===== config.mk =====
export PLATFORM = sky130hd
export DESIGN_NAME = spi_arbiter
export DESIGN_NICKNAME = d
export VERILOG_FILES = /design/src/rtl/spi_arb_pkg.sv /design/src/rtl/spi_byte_engine.sv /design/src/rtl/spi_arbiter.sv
export SDC_FILE = /design/constraint.sdc
export NUM_CORES = 1
export LEC_CHECK = 0
export ABC_AREA = 1
export BUFFER_PORTS_ARGS = -buffer_cell sky130_fd_sc_hd__buf_4
export CORE_MARGIN = 1
export CORE_UTILIZATION = 40
export DETAILED_ROUTE_END_ITERATION = 7
export PLACE_DENSITY = 0.69
export SYNTH_ARGS = -nofsm -noshare
export SYNTH_HDL_FRONTEND = slang
export SYNTH_SLANG_ARGS = --single-unit

===== constraint.sdc =====
create_clock -name clk_sys -period 2.05 [get_ports clk_sys]
set_input_delay 0.205 -clock clk_sys [delete_from_list [all_inputs] [get_ports clk_sys]]
set_output_delay 0.205 -clock clk_sys [all_outputs]
set_load 0.005 [all_outputs]

===== src/rtl/spi_arb_pkg.sv =====
// rtl/spi_arb_pkg.sv - shared FSM states, owner encodings and timeout limit for spi_arbiter.
package spi_arb_pkg;

  typedef enum logic [1:0] {
    IDLE  = 2'd0,
    SHIFT = 2'd1,
    DONE  = 2'd2
  } state_t;

  localparam logic [1:0]  OWN_NONE    = 2'b00;
  localparam logic [1:0]  OWN_A       = 2'b01;
  localparam logic [1:0]  OWN_B       = 2'b10;
  localparam logic [15:0] TIMEOUT_MAX = 16'hFFFF;

endpackage


===== src/rtl/spi_byte_engine.sv =====
// rtl/spi_byte_engine.sv - SPI mode-0 byte shifter: divider, bit counter and shift register.
module spi_byte_engine #(
  parameter int CLK_DIV = 0
) (
  input  logic       clk_sys,
  input  logic       nRESET,
  input  logic       start,
  input  logic [7:0] tx_byte,
  input  logic       spi_di,
  output logic       done,
  output logic [7:0] rx_byte,
  output logic       spi_clk,
  output logic       spi_do
);

  localparam logic [3:0] DIV_LAST = 4'(CLK_DIV);

  logic       active;
  logic       half;
  logic       di_bit;
  logic [3:0] div_cnt;
  logic [2:0] bit_cnt;
  logic [7:0] shreg;

  // One register holds both directions: MISO is captured on the rising edge
  // and shifted in on the falling edge, when the next MOSI bit goes out.
  always_ff @(posedge clk_sys) begin
    if (!nRESET) begin
      active  <= 1'b0;
      half    <= 1'b0;
      di_bit  <= 1'b0;
      div_cnt <= 4'd0;
      bit_cnt <= 3'd0;
      shreg   <= 8'hFF;
      done    <= 1'b0;
    end else begin
      done <= 1'b0;
      if (start) begin
        active  <= 1'b1;
        half    <= 1'b0;
        div_cnt <= 4'd0;
        bit_cnt <= 3'd0;
        shreg   <= tx_byte;
      end else if (active) begin
        if (div_cnt == DIV_LAST) begin
          div_cnt <= 4'd0;
          if (!half) begin
            half   <= 1'b1;
            di_bit <= spi_di;
          end else begin
            half    <= 1'b0;
            shreg   <= {shreg[6:0], di_bit};
            bit_cnt <= bit_cnt + 3'd1;
            if (bit_cnt == 3'd7) begin
              active <= 1'b0;
              done   <= 1'b1;
            end
          end
        end else begin
          div_cnt <= div_cnt + 4'd1;
        end
      end
    end
  end

  assign spi_clk = active & half;
  assign spi_do  = active ? shreg[7] : 1'b1;
  assign rx_byte = shreg;

endmodule


===== src/rtl/spi_arbiter.sv =====
// rtl/spi_arbiter.sv - two-port SD SPI arbiter with card-select lock; SPI_ARB_TIMEOUT_EN adds an idle-lock timeout.
module spi_arbiter
  import spi_arb_pkg::*;
#(
  parameter int CLK_DIV = 0
) (
  input  logic       clk_sys,
  input  logic       nRESET,
  input  logic       req_a,
  input  logic       req_b,
  input  logic       cs_a,
  input  logic       cs_b,
  input  logic [7:0] wdata_a,
  input  logic [7:0] wdata_b,
  output logic       ack_a,
  output logic       ack_b,
  output logic [7:0] rdata_a,
  output logic [7:0] rdata_b,
  output logic [1:0] owner,
  output logic       spi_ss,
  output logic       spi_clk,
  output logic       spi_do,
  input  logic       spi_di
);

  state_t     state;
  logic [1:0] rr_last;
  logic       cur_b;
  logic       cs_a_q, cs_b_q, arm_a, arm_b;
  logic       lock_a, lock_b, own_cs, grant, grant_b, eng_done;
  logic [7:0] rx_byte;

  // An edge on cs stays armed while another port owns the card, so the
  // waiting port locks as soon as the owner lets go.
  always_comb begin
    lock_a  = (owner == OWN_NONE) && cs_a && (arm_a || !cs_a_q);
    lock_b  = (owner == OWN_NONE) && cs_b && (arm_b || !cs_b_q) && !lock_a;
    own_cs  = (owner == OWN_A) ? cs_a : (owner == OWN_B) ? cs_b : 1'b0;
    grant   = 1'b0;
    grant_b = 1'b0;
    if (state == IDLE) begin
      if (owner == OWN_A) begin
        grant = cs_a && req_a;
      end else if (owner == OWN_B) begin
        grant   = cs_b && req_b;
        grant_b = 1'b1;
      end else if (!lock_a && !lock_b) begin
        grant   = req_a || req_b;
        grant_b = req_b && (!req_a || rr_last == OWN_A);
      end
    end
  end

`ifdef SPI_ARB_TIMEOUT_EN
  logic [15:0] tmo_cnt;
  logic        tmo_idle, tmo_hit;

  always_comb begin
    tmo_idle = (state == IDLE) && (owner != OWN_NONE) && own_cs &&
               !((owner == OWN_A) ? req_a : req_b);
    tmo_hit  = tmo_idle && (tmo_cnt == TIMEOUT_MAX);
  end

  always_ff @(posedge clk_sys) begin
    if (!nRESET || !tmo_idle || tmo_hit) tmo_cnt <= 16'd0;
    else                                 tmo_cnt <= tmo_cnt + 16'd1;
  end
`endif

  always_ff @(posedge clk_sys) begin
    if (!nRESET) begin
      state   <= IDLE;
      owner   <= OWN_NONE;
      ack_a   <= 1'b0;
      ack_b   <= 1'b0;
      rdata_a <= 8'hFF;
      rdata_b <= 8'hFF;
      rr_last <= OWN_A;
      cur_b   <= 1'b0;
      cs_a_q  <= 1'b0;
      cs_b_q  <= 1'b0;
      arm_a   <= 1'b0;
      arm_b   <= 1'b0;
    end else begin
      cs_a_q <= cs_a;
      cs_b_q <= cs_b;
      arm_a  <= cs_a && (arm_a || !cs_a_q) && !lock_a;
      arm_b  <= cs_b && (arm_b || !cs_b_q) && !lock_b;
      ack_a  <= 1'b0;
      ack_b  <= 1'b0;
      if (lock_a)      owner <= OWN_A;
      else if (lock_b) owner <= OWN_B;
      else if ((state != SHIFT) && (owner != OWN_NONE) && !own_cs) owner <= OWN_NONE;
`ifdef SPI_ARB_TIMEOUT_EN
      else if (tmo_hit) owner <= OWN_NONE;
`endif
      case (state)
        IDLE: begin
          if (grant) begin
            state <= SHIFT;
            cur_b <= grant_b;
            if (owner == OWN_NONE) rr_last <= grant_b ? OWN_B : OWN_A;
          end
        end
        SHIFT: begin
          if (eng_done) begin
            state <= DONE;
            if (cur_b) begin
              ack_b   <= 1'b1;
              rdata_b <= rx_byte;
            end else begin
              ack_a   <= 1'b1;
              rdata_a <= rx_byte;
            end
          end
        end
        DONE:    state <= IDLE;
        default: state <= IDLE;
      endcase
    end
  end

  assign spi_ss = (owner == OWN_NONE);

  spi_byte_engine #(.CLK_DIV(CLK_DIV)) u_engine (
    .clk_sys (clk_sys),
    .nRESET  (nRESET),
    .start   (grant),
    .tx_byte (grant_b ? wdata_b : wdata_a),
    .spi_di  (spi_di),
    .done    (eng_done),
    .rx_byte (rx_byte),
    .spi_clk (spi_clk),
    .spi_do  (spi_do)
  );

endmodule


==> flow_metrics.env <==
export IMPL_synth_seq_cells=48
export IMPL_number_of_setup_violations_in_the_final_report=0
export IMPL_layout_commonest_cell="nand2_1"
export IMPL_post_cts_hold_buffer_count=0
export IMPL_synth_mux_area_frac=0
export IMPL_postRouteAntennaNets=0
export IMPL_mapped_area_um2=2180
export IMPL_seq_area_um2=961
export IMPL_crit_required_ns=2.25
export IMPL_post_place_ws_ns=0.387
export IMPL_peakVddDrop_uv=375
export IMPL_vias=1931
export IMPL_fin_crit_sh=0.819
export IMPL_layout_nets=366
export IMPL_multi_input_comb_area_um2=1020
export IMPL_fin_cells=410
export IMPL_cts_sink_count=48
export IMPL_power_static_leakage_nw=1.39
export IMPL_synth_fa_ha_area_frac=0.0229
export IMPL_classification_of_the_worst_slack_hold_path="primary input to register"
export IMPL_gr_overflow_total=0
export IMPL_postSynth_asyncResetShare=0
export IMPL_route_detailed_drc=0
export IMPL_synthXorXnorAreaFrac=0.0160
export IMPL_gp_congestion=0.909
export IMPL_crit_path_max_fanout=16
export IMPL_timing_max_cap_violations=0
export IMPL_wl_mm=4.41
export IMPL_fmax_mhz=596
export IMPL_fillCellCount=512
export IMPL_timing_final_ws_setup_ns=0.372
export IMPL_first_global_vias=1707
export IMPL_hold_slack_ns=0.109
export IMPL_synth_edf_count=0
export IMPL_floorplan_initialDensity=0.422
export IMPL_cell_types_occupying_the_most_area_after_synthesis="dfxtp_1 44%, nand2_1 15%, inv_1 6.9%, nand3_1 4.8%, o211ai_1 4.8%"
export IMPL_wl_per_cell_um=10.7
export IMPL_clock_path_buffers=2
export IMPL_first_drt_pass_iteration_count=4
export IMPL_cell_depth_of_the_worst_flop_to_flop_path=10
export IMPL_unrepaired_setup_endpoints_after_global_routing="false"
export IMPL_worst_endpoint_arrival_ns=1.88
export IMPL_synth_top_area_share=0.440
export IMPL_crit_path_end_kind="register"
export IMPL_n_antenna_cell=0
export IMPL_cts_repair_timing_setup_buffer_count=0
export IMPL_fin_worst_skew_ns=0.00738
export IMPL_wire_length_of_the_first_global_routing_pass_mm=7.48
export IMPL_worst_max_slew_pin_slew_ns=0.474
export IMPL_layout_drive_gt1_share=0.212
export IMPL_via_per_inst=4.71
export IMPL_synth_warnings=0
export IMPL_worst_slew_margin_rel=0.683
export IMPL_min_path_cells=3
export IMPL_fp_row_count=26
export IMPL_drc_violation_total_after_the_first_tritonroute_iteration=91
export IMPL_ys_flop_type="dfxtp_1"
export IMPL_die_h_um=75.9
export IMPL_report_power_total_mw=2.14
export IMPL_synth_largest_area_cell="dfxtp_1"
export IMPL_synth_top_family_by_area="simple AND/OR/NAND/NOR gates"
export IMPL_final_period_minus_worst_setup_slack_ns=1.68
export IMPL_grt_start_max_net_pins=29
export IMPL_synth_nets=323
export IMPL_synth_cells=296
export IMPL_synth_sequential_area_ratio=0.440
export IMPL_postCtsResizedCells=0
export IMPL_coreArea_um2=5170
export IMPL_stdcell_area_um2=2670
export IMPL_outcome="finished, final reports clean"
export IMPL_syn_to_final_growth_pct=22.3
export IMPL_final_util=0.517
export IMPL_pwr_cell_area_nw_per_um2=801
export IMPL_clock_latency_ns=0.30
export IMPL_die_area_um2=5760
export IMPL_clock_tree_htree_level_count=2
export IMPL_layout_cells_most_common_list="86 x nand2_1, 48 x dfxtp_1, 45 x buf_4, 40 x inv_1"
export IMPL_dpl_instance_area_um2=2560
export IMPL_global_route_usage_total=0.160
export IMPL_hpwl_mm=3.30
export IMPL_placed_cells_incl_taps=402
export IMPL_buffers_on_ports=45
export IMPL_die_x_um=75.9
export IMPL_initial_antenna_violation_count=0
export IMPL_tns_ns=0
export IMPL_floorplan_io_pins=46
export IMPL_synth_avg_cell_area_um2=7.38
export IMPL_critPathKind="register to register"
export IMPL_synth_lib_cells_used_distinct=30
export IMPL_crit_path_start_kind="register"
export IMPL_reg_clk_slew_reported_paths_ns=0.08
export IMPL_yosys_area_share_simple=0.325
export IMPL_tritoncts_num_buffers=5
export IMPL_cts_root_buf="clkbuf_8"
export IMPL_tritoncts="done"
export IMPL_final_max_slew_viol_count=0
export IMPL_complex_gate_fraction_of_the_synthesized_area=0.102
export IMPL_hold_violations=0
path summary, 6_finish.rpt:
check,startpoint,endpoint,slack [ns]
min,cs_b,cs_b_q,0.11
max,u_engine.div_cnt[0],u_engine.rx_byte[0],0.37
max reg2reg,u_engine.div_cnt[0],u_engine.rx_byte[0],0.37
min reg2reg,u_engine.rx_byte[2],u_engine.rx_byte[2],0.46
state kept, by name, indices dropped and copies added (netlist names), 2 cells and up:
name and cells:
owner 2, rdata_a 8, rdata_b 8, rr_last 2, state 2, u_engine.bit_cnt 3
u_engine.div_cnt 4, u_engine.rx_byte 8
final cells by class:
type / instances / area share
Sequential cell: 48 / 0.360
Timing Repair Buffer: 45 / 0.126
Clock buffer: 5 / 0.0257
Clock inverter: 3 / 0.0159
Multi-Input combinational cell: 197 / 0.381
Inverter: 42 / 0.0590
Tap cell: 70 / 0.0328
power breakdown:
group	leakage (nW)	switching, mW	internal [mW]
logic	0.944	0.285	0.155
clock network	0.0541	0.303	0.361
registers	0.391	0.0450	0.993
total	1.39	0.633	1.51
worst max-delay path: stages, from the launching register on:
cell	delay, ns
dfxtp_1	0.37
inv_1	0.07
ha_1	0.19
nand3_1	0.13
nor2_2	0.07
nand2_1	0.36
inv_1	0.14
nand2_1	0.08
nand2_1	0.05
nand2_1	0.07
nand2_1	0.05
cell families after synthesis:
group	after synthesis
and+or+nand+nor	154
buffers and inverters	51
DFF	48
AOI/OAI and AO/OA	35
xor gates and xnor gates	4
adders and majority gates	4
synth_stat cells, types with 2 or more instances:
cell	n
nor3_1	4
inv_2	2
inv_1	40
nand2_2	3
clkbuf_1	4
nor2_4	2
nand2_1	86
dfxtp_1	48
o211ai_1	14
ha_1	4
nand3_2	4
nor2_1	21
nand3b_1	3
o21ai_0	5
a21oi_1	12
xor2_1	3
buf_2	3
nand4_1	3
nor2_2	4
nand3_1	21
routing by layer:
layer | global-route usage | routed length [um] | vias to the layer above
met5 | 0 | 0 | -
met4 | 0.0519 | 53 | 0
met3 | 0.0386 | 224 | 6
met2 | 0.269 | 2030 | 43
met1 | 0.200 | 2100 | 856
li1 | - | - | 1026
No activity file was read; power rests on OpenSTA's default activity.
